$ cat config.mk
export PLATFORM = sky130hd
export DESIGN_NAME = core_mem_seq
export DESIGN_NICKNAME = d
export VERILOG_FILES = /design/src/rtl/core_pkg.sv /design/src/rtl/seq_addr_ctr.sv /design/src/rtl/core_mem_seq.sv
export SDC_FILE = /design/constraint.sdc
export NUM_CORES = 1
export LEC_CHECK = 0
export CORE_ASPECT_RATIO = 0.75
export CORE_MARGIN = 10
export CORE_UTILIZATION = 40
export DETAILED_ROUTE_END_ITERATION = 8
export GPL_TIMING_DRIVEN = 0
export HOLD_SLACK_MARGIN = 0.12
export PLACE_DENSITY_LB_ADDON = 0.08
export REMOVE_ABC_BUFFERS = 1
export SKIP_CTS_REPAIR_TIMING = 1
export SLEW_MARGIN = 30
export SYNTH_ARGS = -nofsm -noshare
export SYNTH_HDL_FRONTEND = slang
export SYNTH_SLANG_ARGS = --single-unit
export TNS_END_PERCENT = 30
$ cat constraint.sdc
create_clock -name clk -period 4.5 [get_ports clk]
set_input_delay 0.9 -clock clk [delete_from_list [all_inputs] [get_ports clk]]
set_output_delay 0.9 -clock clk [all_outputs]
set_load 0.02 [all_outputs]
$ cat src/rtl/core_pkg.sv
// Shared definitions for the core memory sequencer: default geometry and FSM encodings.
package core_pkg;

    localparam int unsigned RowDef    = 8;
    localparam int unsigned ColDef    = 8;
    localparam int unsigned XaddrWDef = 11;
    localparam int unsigned PaddrWDef = 11;
    localparam int unsigned KijWDef   = 4;
    localparam int unsigned NvecWDef  = 7;

    // Sequencer states, kept as plain constants for compatibility with older tools.
    localparam int unsigned StateW = 3;
    localparam logic [StateW-1:0] StIdle    = 3'd0;
    localparam logic [StateW-1:0] StLoadW   = 3'd1;
    localparam logic [StateW-1:0] StLoadA   = 3'd2;
    localparam logic [StateW-1:0] StDrainRd = 3'd3;
    localparam logic [StateW-1:0] StDrainWr = 3'd4;
    localparam logic [StateW-1:0] StDone    = 3'd5;

endpackage

$ cat src/rtl/seq_addr_ctr.sv
// Loadable address counter: base + offset, with a terminal-count flag.
// addr_nxt_o is the address the counter will hold after the coming edge, so the
// caller can register it in step with the state that uses it.
module seq_addr_ctr #(
    parameter int unsigned AddrW = 11,
    parameter int unsigned CntW  = 7
) (
    input  logic             clk_i,
    input  logic             reset_i,
    input  logic             load_i,
    input  logic             inc_i,
    input  logic [AddrW-1:0] base_i,
    input  logic [CntW-1:0]  last_i,
    output logic [AddrW-1:0] addr_nxt_o,
    output logic             tc_o
);

    logic [AddrW-1:0] base_q, base_d;
    logic [CntW-1:0]  cnt_q, cnt_d;

    // Load restarts the offset at zero; increment steps it.
    always_comb begin
        base_d = base_q;
        cnt_d  = cnt_q;
        if (load_i) begin
            base_d = base_i;
            cnt_d  = '0;
        end else if (inc_i) begin
            cnt_d = cnt_q + CntW'(1);
        end
        addr_nxt_o = base_d + AddrW'(cnt_d);
        tc_o       = (cnt_q == last_i);
    end

    // Counter state.
    always_ff @(posedge clk_i) begin
        if (reset_i) begin
            base_q <= '0;
            cnt_q  <= '0;
        end else begin
            base_q <= base_d;
            cnt_q  <= cnt_d;
        end
    end

endmodule

$ cat src/rtl/core_mem_seq.sv
// Autonomous xmem/pmem sequencer: per kij, load ROW weights, stream n_vec
// activations, then drain the OFIFO with a read-modify-write into pmem.
// All outputs are flops loaded from the next-state decode.
module core_mem_seq
    import core_pkg::*;
#(
    parameter int unsigned ROW     = RowDef,
    parameter int unsigned COL     = ColDef,
    parameter int unsigned XADDR_W = XaddrWDef,
    parameter int unsigned PADDR_W = PaddrWDef,
    parameter int unsigned KIJ_W   = KijWDef,
    parameter int unsigned NVEC_W  = NvecWDef
) (
    input  logic               clk,
    input  logic               reset,
    input  logic               start,
    input  logic [XADDR_W-1:0] w_base,
    input  logic [XADDR_W-1:0] a_base,
    input  logic [PADDR_W-1:0] p_base,
    input  logic [KIJ_W-1:0]   n_kij,
    input  logic [NVEC_W-1:0]  n_vec,
    input  logic               ofifo_valid,
    output logic               CEN_xmem,
    output logic               WEN_xmem,
    output logic [XADDR_W-1:0] A_xmem,
    output logic               CEN_pmem,
    output logic               WEN_pmem,
    output logic [PADDR_W-1:0] A_pmem,
    output logic               l0_wr,
    output logic               load_w,
    output logic               ofifo_rd,
    output logic               acc_clr,
    output logic               busy,
    output logic               done
);

    // The weight index shares the n_vec-wide counter.
    if (ROW < 1 || COL < 1 || ROW > (1 << NVEC_W)) begin : g_bad_cfg
        $error("core_mem_seq: ROW/COL out of range");
    end

    logic [StateW-1:0]  state_q, state_d;
    logic [KIJ_W-1:0]   kij_q, kij_d, n_kij_q, n_kij_d;
    logic [NVEC_W-1:0]  n_vec_q, n_vec_d;
    logic [XADDR_W-1:0] w_base_q, w_base_d, a_base_q, a_base_d;
    logic [PADDR_W-1:0] p_base_q, p_base_d;
    logic               rd_go_q, rd_go_d;  // OFIFO seen valid: RD slot issued this cycle

    logic               x_load, x_inc, x_tc, p_load, p_inc, p_tc;
    logic [XADDR_W-1:0] x_base, x_addr_nxt;
    logic [PADDR_W-1:0] p_addr_nxt;
    logic [NVEC_W-1:0]  x_last;

    logic               cen_xmem_q, cen_xmem_d, cen_pmem_q, cen_pmem_d, wen_pmem_q, wen_pmem_d;
    logic [XADDR_W-1:0] a_xmem_q, a_xmem_d;
    logic [PADDR_W-1:0] a_pmem_q, a_pmem_d;
    logic               l0_wr_q, l0_wr_d, load_w_q, load_w_d, ofifo_rd_q, ofifo_rd_d;
    logic               acc_clr_q, acc_clr_d, busy_q, busy_d, done_q, done_d;
    logic               rd_slot, wr_slot;

    assign x_last = (state_q == StLoadW) ? NVEC_W'(ROW - 1) : n_vec_q - NVEC_W'(1);

    seq_addr_ctr #(.AddrW(XADDR_W), .CntW(NVEC_W)) u_xmem_ctr (
        .clk_i      (clk),
        .reset_i    (reset),
        .load_i     (x_load),
        .inc_i      (x_inc),
        .base_i     (x_base),
        .last_i     (x_last),
        .addr_nxt_o (x_addr_nxt),
        .tc_o       (x_tc)
    );

    seq_addr_ctr #(.AddrW(PADDR_W), .CntW(NVEC_W)) u_pmem_ctr (
        .clk_i      (clk),
        .reset_i    (reset),
        .load_i     (p_load),
        .inc_i      (p_inc),
        .base_i     (p_base_q),
        .last_i     (n_vec_q - NVEC_W'(1)),
        .addr_nxt_o (p_addr_nxt),
        .tc_o       (p_tc)
    );

    // Next-state, config latch and address-counter control.
    always_comb begin
        state_d  = state_q;
        kij_d    = kij_q;
        n_kij_d  = n_kij_q;
        n_vec_d  = n_vec_q;
        w_base_d = w_base_q;
        a_base_d = a_base_q;
        p_base_d = p_base_q;
        rd_go_d  = 1'b0;
        x_load   = 1'b0;
        x_inc    = 1'b0;
        x_base   = w_base;
        p_load   = 1'b0;
        p_inc    = 1'b0;
        unique case (state_q)
            StIdle: begin
                if (start) begin
                    n_kij_d  = n_kij;
                    n_vec_d  = n_vec;
                    w_base_d = w_base;
                    a_base_d = a_base;
                    p_base_d = p_base;
                    kij_d    = '0;
                    x_load   = 1'b1;
                    state_d  = (n_kij == '0 || n_vec == '0) ? StDone : StLoadW;
                end
            end
            StLoadW: begin
                if (x_tc) begin
                    state_d = StLoadA;
                    x_load  = 1'b1;
                    x_base  = a_base_q;
                end else begin
                    x_inc = 1'b1;
                end
            end
            StLoadA: begin
                if (x_tc) begin
                    state_d = StDrainRd;
                    p_load  = 1'b1;
                    rd_go_d = ofifo_valid;
                end else begin
                    x_inc = 1'b1;
                end
            end
            StDrainRd: begin
                // Hold the slot idle until the OFIFO has a row to pop.
                if (rd_go_q) begin
                    state_d = StDrainWr;
                end else begin
                    rd_go_d = ofifo_valid;
                end
            end
            StDrainWr: begin
                if (!p_tc) begin
                    state_d = StDrainRd;
                    p_inc   = 1'b1;
                    rd_go_d = ofifo_valid;
                end else if (kij_q == n_kij_q - KIJ_W'(1)) begin
                    state_d = StDone;
                end else begin
                    kij_d   = kij_q + KIJ_W'(1);
                    state_d = StLoadW;
                    x_load  = 1'b1;
                    // kij*ROW deliberately truncated to the xmem address width.
                    x_base  = w_base_q + XADDR_W'(kij_d) * XADDR_W'(ROW);
                end
            end
            StDone:  state_d = StIdle;
            default: state_d = StIdle;
        endcase
    end

    // Output decode from the state being entered, so outputs line up with it.
    always_comb begin
        rd_slot    = (state_d == StDrainRd) && rd_go_d;
        wr_slot    = (state_d == StDrainWr);
        cen_xmem_d = !((state_d == StLoadW) || (state_d == StLoadA));
        a_xmem_d   = cen_xmem_d ? '0 : x_addr_nxt;
        l0_wr_d    = !cen_xmem_q;
        load_w_d   = (state_q == StLoadW);
        cen_pmem_d = !(rd_slot || wr_slot);
        wen_pmem_d = !wr_slot;
        a_pmem_d   = (rd_slot || wr_slot) ? p_addr_nxt : '0;
        ofifo_rd_d = rd_slot;
        acc_clr_d  = rd_slot && (kij_d == '0);
        busy_d     = (state_d != StIdle);
        done_d     = (state_d == StDone);
    end

    // State and registered outputs; reset abandons any slot in progress.
    always_ff @(posedge clk) begin
        if (reset) begin
            state_q    <= StIdle;
            kij_q      <= '0;
            n_kij_q    <= '0;
            n_vec_q    <= '0;
            w_base_q   <= '0;
            a_base_q   <= '0;
            p_base_q   <= '0;
            rd_go_q    <= 1'b0;
            cen_xmem_q <= 1'b1;
            a_xmem_q   <= '0;
            cen_pmem_q <= 1'b1;
            wen_pmem_q <= 1'b1;
            a_pmem_q   <= '0;
            l0_wr_q    <= 1'b0;
            load_w_q   <= 1'b0;
            ofifo_rd_q <= 1'b0;
            acc_clr_q  <= 1'b0;
            busy_q     <= 1'b0;
            done_q     <= 1'b0;
        end else begin
            state_q    <= state_d;
            kij_q      <= kij_d;
            n_kij_q    <= n_kij_d;
            n_vec_q    <= n_vec_d;
            w_base_q   <= w_base_d;
            a_base_q   <= a_base_d;
            p_base_q   <= p_base_d;
            rd_go_q    <= rd_go_d;
            cen_xmem_q <= cen_xmem_d;
            a_xmem_q   <= a_xmem_d;
            cen_pmem_q <= cen_pmem_d;
            wen_pmem_q <= wen_pmem_d;
            a_pmem_q   <= a_pmem_d;
            l0_wr_q    <= l0_wr_d;
            load_w_q   <= load_w_d;
            ofifo_rd_q <= ofifo_rd_d;
            acc_clr_q  <= acc_clr_d;
            busy_q     <= busy_d;
            done_q     <= done_d;
        end
    end

    assign CEN_xmem = cen_xmem_q;
    assign WEN_xmem = 1'b1;  // xmem is read-only from this block
    assign A_xmem   = a_xmem_q;
    assign CEN_pmem = cen_pmem_q;
    assign WEN_pmem = wen_pmem_q;
    assign A_pmem   = a_pmem_q;
    assign l0_wr    = l0_wr_q;
    assign load_w   = load_w_q;
    assign ofifo_rd = ofifo_rd_q;
    assign acc_clr  = acc_clr_q;
    assign busy     = busy_q;
    assign done     = done_q;

endmodule
* Yosys cells after proc, flatten, opt, wreduce, memory -nomap -nowiden
Index checks and enable logic that the tools add are counted.
Word-level totals: flip-flop bits (word level) 119, latch bits 0, memory bits (writable) 0, bits in read-only memories 0, output and inout port bits 32, memories 0
Operators by class: add/sub/neg operators 8, $mul 0, div/mod/pow operators 0, order comparisons 0, eq/ne operators 12, shifts and indexed selects 0, muxes and demuxes 37, bitwise gates (word level) 2, reduce and logical (&&, ||, !) cells 18
Operators with widths (number):
- $mux 11 | 5
- $mux 7 | 5
- $add 11x7->11 | 3
- $pmux 11 s2 | 1
- $mux 3 | 7
- $pmux 3 s5 | 1
- $add 7x1->7 const B | 2
- $eq 7x7->1 | 2
- $eq 3x2->1 const B | 4
- $mux 1 | 12
- $mux 4 | 3
- $eq 3x3->1 const B | 3
- $logic_not 4->1 | 2
- $pmux 4 s2 | 1
- $logic_not 7->1 | 1
- $sub 7x1->7 const B | 1
- $eq 3x1->1 const B | 2
- $pmux 1 s3 | 2
- $reduce_or 2->1 | 3
- $add 4x1->4 const B | 1
- $eq 4x4->1 | 1
- $logic_not 1->1 | 4
- $sub 4x1->4 const B | 1
- $logic_not 3->1 | 1
- 5 further kinds | 9

* Longest topological paths before layout
depth after elaboration 10, mapped depth 23, depth with buffers taken out 21

* By module
Synthesis repeated with hierarchy kept, for this count alone.
Unflattened totals: cells, all modules 706, area total of the unflattened synthesis 6088.3 um2
By module, submodules not included:
- core_mem_seq | instances 1, cells an instance 440, area each 3688.5 um2
- seq_addr_ctr | instances 2, cells an instance 133, area each 1199.9 um2

* Worst setup path before layout
OpenSTA, ideal clock, no wires.
path type register -> register, from register n_vec_q[0], to register a_pmem_q[10] (netlist: A_pmem[10]), library setup time 0.114 ns, arrival time 4.662 ns, slack -0.276 ns, stages on the path, launching flop included 23, path buffers 3, period minus slack after synthesis 4.776 ns, cells stage by stage dfxtp_1 -> clkbuf_1 -> inv_1 -> ha_1 -> or4b_1 -> or3_1 -> a21oi_1 -> o31ai_2 -> nor3_2 -> clkbuf_1 -> clkbuf_1 -> nor2_1 -> ha_1 -> fa_1 -> a21o_1 -> a21oi_1 -> nor2b_1 -> o21ai_0 -> nand2b_1 -> nand2_1 -> a221oi_1 -> xor2_1 -> nor2_1
RTL lines:
- start, declared | line core_mem_seq.sv:44 | logic [NVEC_W-1:0] n_vec_q, n_vec_d;
- start signal, assigned | line core_mem_seq.sv:202 | n_vec_q <= n_vec_d;
- $sub 7x1->7 * | line core_mem_seq.sv:61, core_mem_seq.sv:80
- $eq 7x7->1 / $mux 7 (equally long branches) | line seq_addr_ctr.sv:32, core_mem_seq.sv:61
- $mux 1 / $eq 7x7->1 (equally long branches) | line core_mem_seq.sv:140, seq_addr_ctr.sv:32
- $mux 1, on equally long branches | line core_mem_seq.sv:100, core_mem_seq.sv:123
- $mux 7 / $mux 1 (equally long branches) | line seq_addr_ctr.sv:28, core_mem_seq.sv:100
- $mux 7 * | line seq_addr_ctr.sv:25 | if (load_i) begin
- via u_pmem_ctr.cnt_d[0] | line seq_addr_ctr.sv:19 | logic [CntW-1:0] cnt_q, cnt_d;
- $add 11x7->11 * | line seq_addr_ctr.sv:31 | addr_nxt_o = base_d + AddrW'(cnt_d);
- end signal, assigned | line core_mem_seq.sv:211 | a_pmem_q <= a_pmem_d;
- end, declared | line core_mem_seq.sv:56 | logic [PADDR_W-1:0] a_pmem_q, a_pmem_d;
The timed path passes the listed nets; every way through them passes the cells marked *. A chain may end at the register's enable or synchronous reset.

* Worst setup path after layout
from register n_vec_q[0], to register a_xmem_q[10] (netlist: A_xmem[10])
RTL lines:
- $sub 7x1->7 * | line core_mem_seq.sv:61, core_mem_seq.sv:80
- $mux 7 | line core_mem_seq.sv:61 | assign x_last = (state_q == StLoadW) ? NVEC_W'(ROW - 1) : n_vec_q - NVEC_W'(1);
- $eq 7x7->1 | line seq_addr_ctr.sv:32 | tc_o = (cnt_q == last_i);
- $mux 1 | line core_mem_seq.sv:114, core_mem_seq.sv:123
- $mux 1
- $mux 7 | line seq_addr_ctr.sv:28 | end else if (inc_i) begin
- $mux 7 * | line seq_addr_ctr.sv:25
- via u_xmem_ctr.cnt_d[2] | line seq_addr_ctr.sv:19
- $add 11x7->11 * | line seq_addr_ctr.sv:31
- end signal, assigned | line core_mem_seq.sv:208 | a_xmem_q <= a_xmem_d;
- end, declared | line core_mem_seq.sv:55 | logic [XADDR_W-1:0] a_xmem_q, a_xmem_d;
Marks and branches as above.

==> impl_metrics.env <==
export IMPL_ys_warn_count=0
export IMPL_n_antenna_cell=0
export IMPL_drt_wl_total_um=17600
export IMPL_ys_ff_latch=119
export IMPL_cts_num_sinks=119
export IMPL_maxSlewHeadroom=0.370
export IMPL_synthArstFlopShare=0
export IMPL_cts_buffer_depth=2
export IMPL_grt_max_degree=49
export IMPL_core_area_mm2=0.0151
export IMPL_io_pins=80
export IMPL_htreeDepth=4
export IMPL_grt_util_all_layers=0.162
export IMPL_vias=5610
export IMPL_ys_types=72
export IMPL_clock_latency_ns=0.42
export IMPL_synthMostInstantiatedCell="nand2_1"
export IMPL_maxSlewViolCount=0
export IMPL_yosys_area_top_type="dfxtp_1"
export IMPL_register_area_mm2=0.00239
export IMPL_drtIter0Drc=277
export IMPL_io_buffers=78
export IMPL_startpoint_type="flop"
export IMPL_first_pass_iters=4
export IMPL_fill_cells=1400
export IMPL_ant_nets=0
export IMPL_total_power_mw=3.01
export IMPL_ys_seq_area_frac=0.389
export IMPL_hold_viol_final=0
export IMPL_power_leakage_nw=3.14
export IMPL_die_w_um=163
export IMPL_dp_slack_ns=-0.957
export IMPL_initial_core_util=0.405
export IMPL_clk_pin_slew_ns=0.05
export IMPL_via_per_inst=5.25
export IMPL_root_buffer="clkbuf_16"
export IMPL_fin_skew_ns=0.00926
export IMPL_status="finished clean"
export IMPL_syn_inst=762
export IMPL_powerDensity_mw_per_mm2=365
export IMPL_synth_enable_flop_cells=0
export IMPL_die_height_um=127
export IMPL_cp_required_ns=4.84
export IMPL_synth_top_cells_by_count="nand2_1 (129), dfxtp_1 (119), a21oi_1 (81)"
export IMPL_drive_gt1_frac=0.172
export IMPL_synth_top_area_frac=0.389
export IMPL_fin_crit_sh=0.995
export IMPL_wl_per_cell_um=16.4
export IMPL_route_detailed_drc=0
export IMPL_setup_tns_ns=0
export IMPL_avgSynthCellArea_um2=8.05
export IMPL_yosys_top_cells_area="dfxtp_1 (39%), nand2_1 (7.9%), a21oi_1 (6.6%)"
export IMPL_synthToLayoutAreaGrowth_pct=34.7
export IMPL_worst_ir_drop_vdd_mv=0.230
export IMPL_grt_overflow=0
export IMPL_grt_antenna_before_repair=0
export IMPL_clock_fmax_mhz=223
export IMPL_crit_fanout=8
export IMPL_ys_flop_type="dfxtp_1"
export IMPL_cts_tree="built"
export IMPL_cts_buffers=17
export IMPL_setup_violations=0
export IMPL_rsz0062_at_grt="yes"
export IMPL_syn_area_mm2=0.00613
export IMPL_cap_violations=0
export IMPL_worstMarginPinSlew_ns=0.937
export IMPL_dp_hpwl_um=12300
export IMPL_rows=39
export IMPL_final_util=0.546
export IMPL_multi_input_area_mm2=0.00385
export IMPL_die_area_mm2=0.0207
export IMPL_path_class="flop to flop"
export IMPL_setup_ws_ns=0.0236
export IMPL_period_minus_slack_ns=4.48
export IMPL_nets=925
export IMPL_grt_pass1_wl_um=27200
export IMPL_endpoint_kind="flop"
export IMPL_min_path_type="flop to flop"
export IMPL_grt_pass1_vias=5349
export IMPL_arrival_ns=4.82
export IMPL_place_gp_congestion=0.897
==> flip-flops by register name, summed over array words and instances (netlist names), 3 cells and up <==
signal,count
n_vec_q,7
a_base_q,11
u_xmem_ctr.cnt_q,7
w_base_q,11
state_q,3
A_xmem,11
u_pmem_ctr.cnt_q,7
n_kij_q,4
u_pmem_ctr.base_q,11
A_pmem,11
kij_q,4
p_base_q,11
u_xmem_ctr.base_q,11
==> cell usage in the layout, fill, tap and decap left out, types with 7 or more instances in the layout <==
cell type and n:
xor2_1 16, ha_1 18, o21ai_0 11, nor2_1 67, a21oi_1 64, a21oi_2 15
buf_4 23, nor2b_1 24, buf_2 8, clkdlybuf4s50_1 77, inv_1 16, nand3_1 14
nor3_1 26, a21o_1 7, xnor2_1 34, dfxtp_1 113, nand2_1 128, clkbuf_16 17
==> through the flow <==
stage	hold WS [ns]	area, um^2	instances
global route	0.444	8260	1069
floorplan	0.430	5940	715
global placement	0.395	6970	998
CTS	0.421	7720	1044
detailed placement	0.413	7120	1012
finish	0.414	8260	1069
==> area by class of cell <==
| class | count | share of cell area |
|---|---|---|
| multi-input combinational | 579 | 0.466 |
| sequential | 119 | 0.290 |
| timing repair buffer | 116 | 0.131 |
| clock buffer | 24 | 0.0583 |
| tap | 205 | 0.0311 |
| clock inverter | 8 | 0.0145 |
| inverter | 18 | 0.00879 |
==> path summary, 6_finish.rpt <==
| path | startpoint | end | slack, ns | cells past startpoint |
|---|---|---|---|---|
| worst max-delay path | n_vec_q[0] | A_xmem[10] | 0.02 | 20 |
| worst min register to register | CEN_xmem | l0_wr | 0.41 | 1 |
| worst max register to register | n_vec_q[0] | A_xmem[10] | 0.02 | 20 |
| worst min-delay path | CEN_xmem | l0_wr | 0.41 | 1 |
==> critical path, cell delays in order (launching register included) <==
cell and delay (ns):
dfxtp_4 0.37, inv_4 0.06, ha_4 0.13, or4b_4 0.47, or3_4 0.41, and3b_2 0.22
o31ai_4 0.35, nor3_4 0.11, or3_4 0.40, nor2_4 0.14, xnor2_2 0.13, nor2_2 0.08
ha_4 0.28, a21o_1 0.12, a21oi_2 0.06, o21bai_1 0.17, a21oi_2 0.09, nor2b_2 0.15
nor2_2 0.07, or4_4 0.42, a21oi_2 0.14
==> kinds of logic after synthesis <==
kind of cell    share of synthesized area
flops                               0.389
buf+inv                            0.0429
fa+ha+maj                          0.0567
xor+xnor                           0.0780
compound gates                      0.161
simple gates                        0.260
mux                                0.0114
other cells                      0.000612
==> routing by layer <==
metal	up-vias	part of all wire	global-route usage
li1	2803	-	-
met3	15	0.053	0.0424
met4	0	0.0085	0.0418
met2	123	0.46	0.253
met1	2669	0.48	0.217
met5	-	0	0
==> power breakdown <==
group / leakage, nW / switching (mW) / internal [mW]
clock: 0.290 / 0.478 / 0.911
combinational: 1.87 / 0.258 / 0.219
sequential: 0.973 / 0.0409 / 1.11
Power figures use the tool's default switching activity.
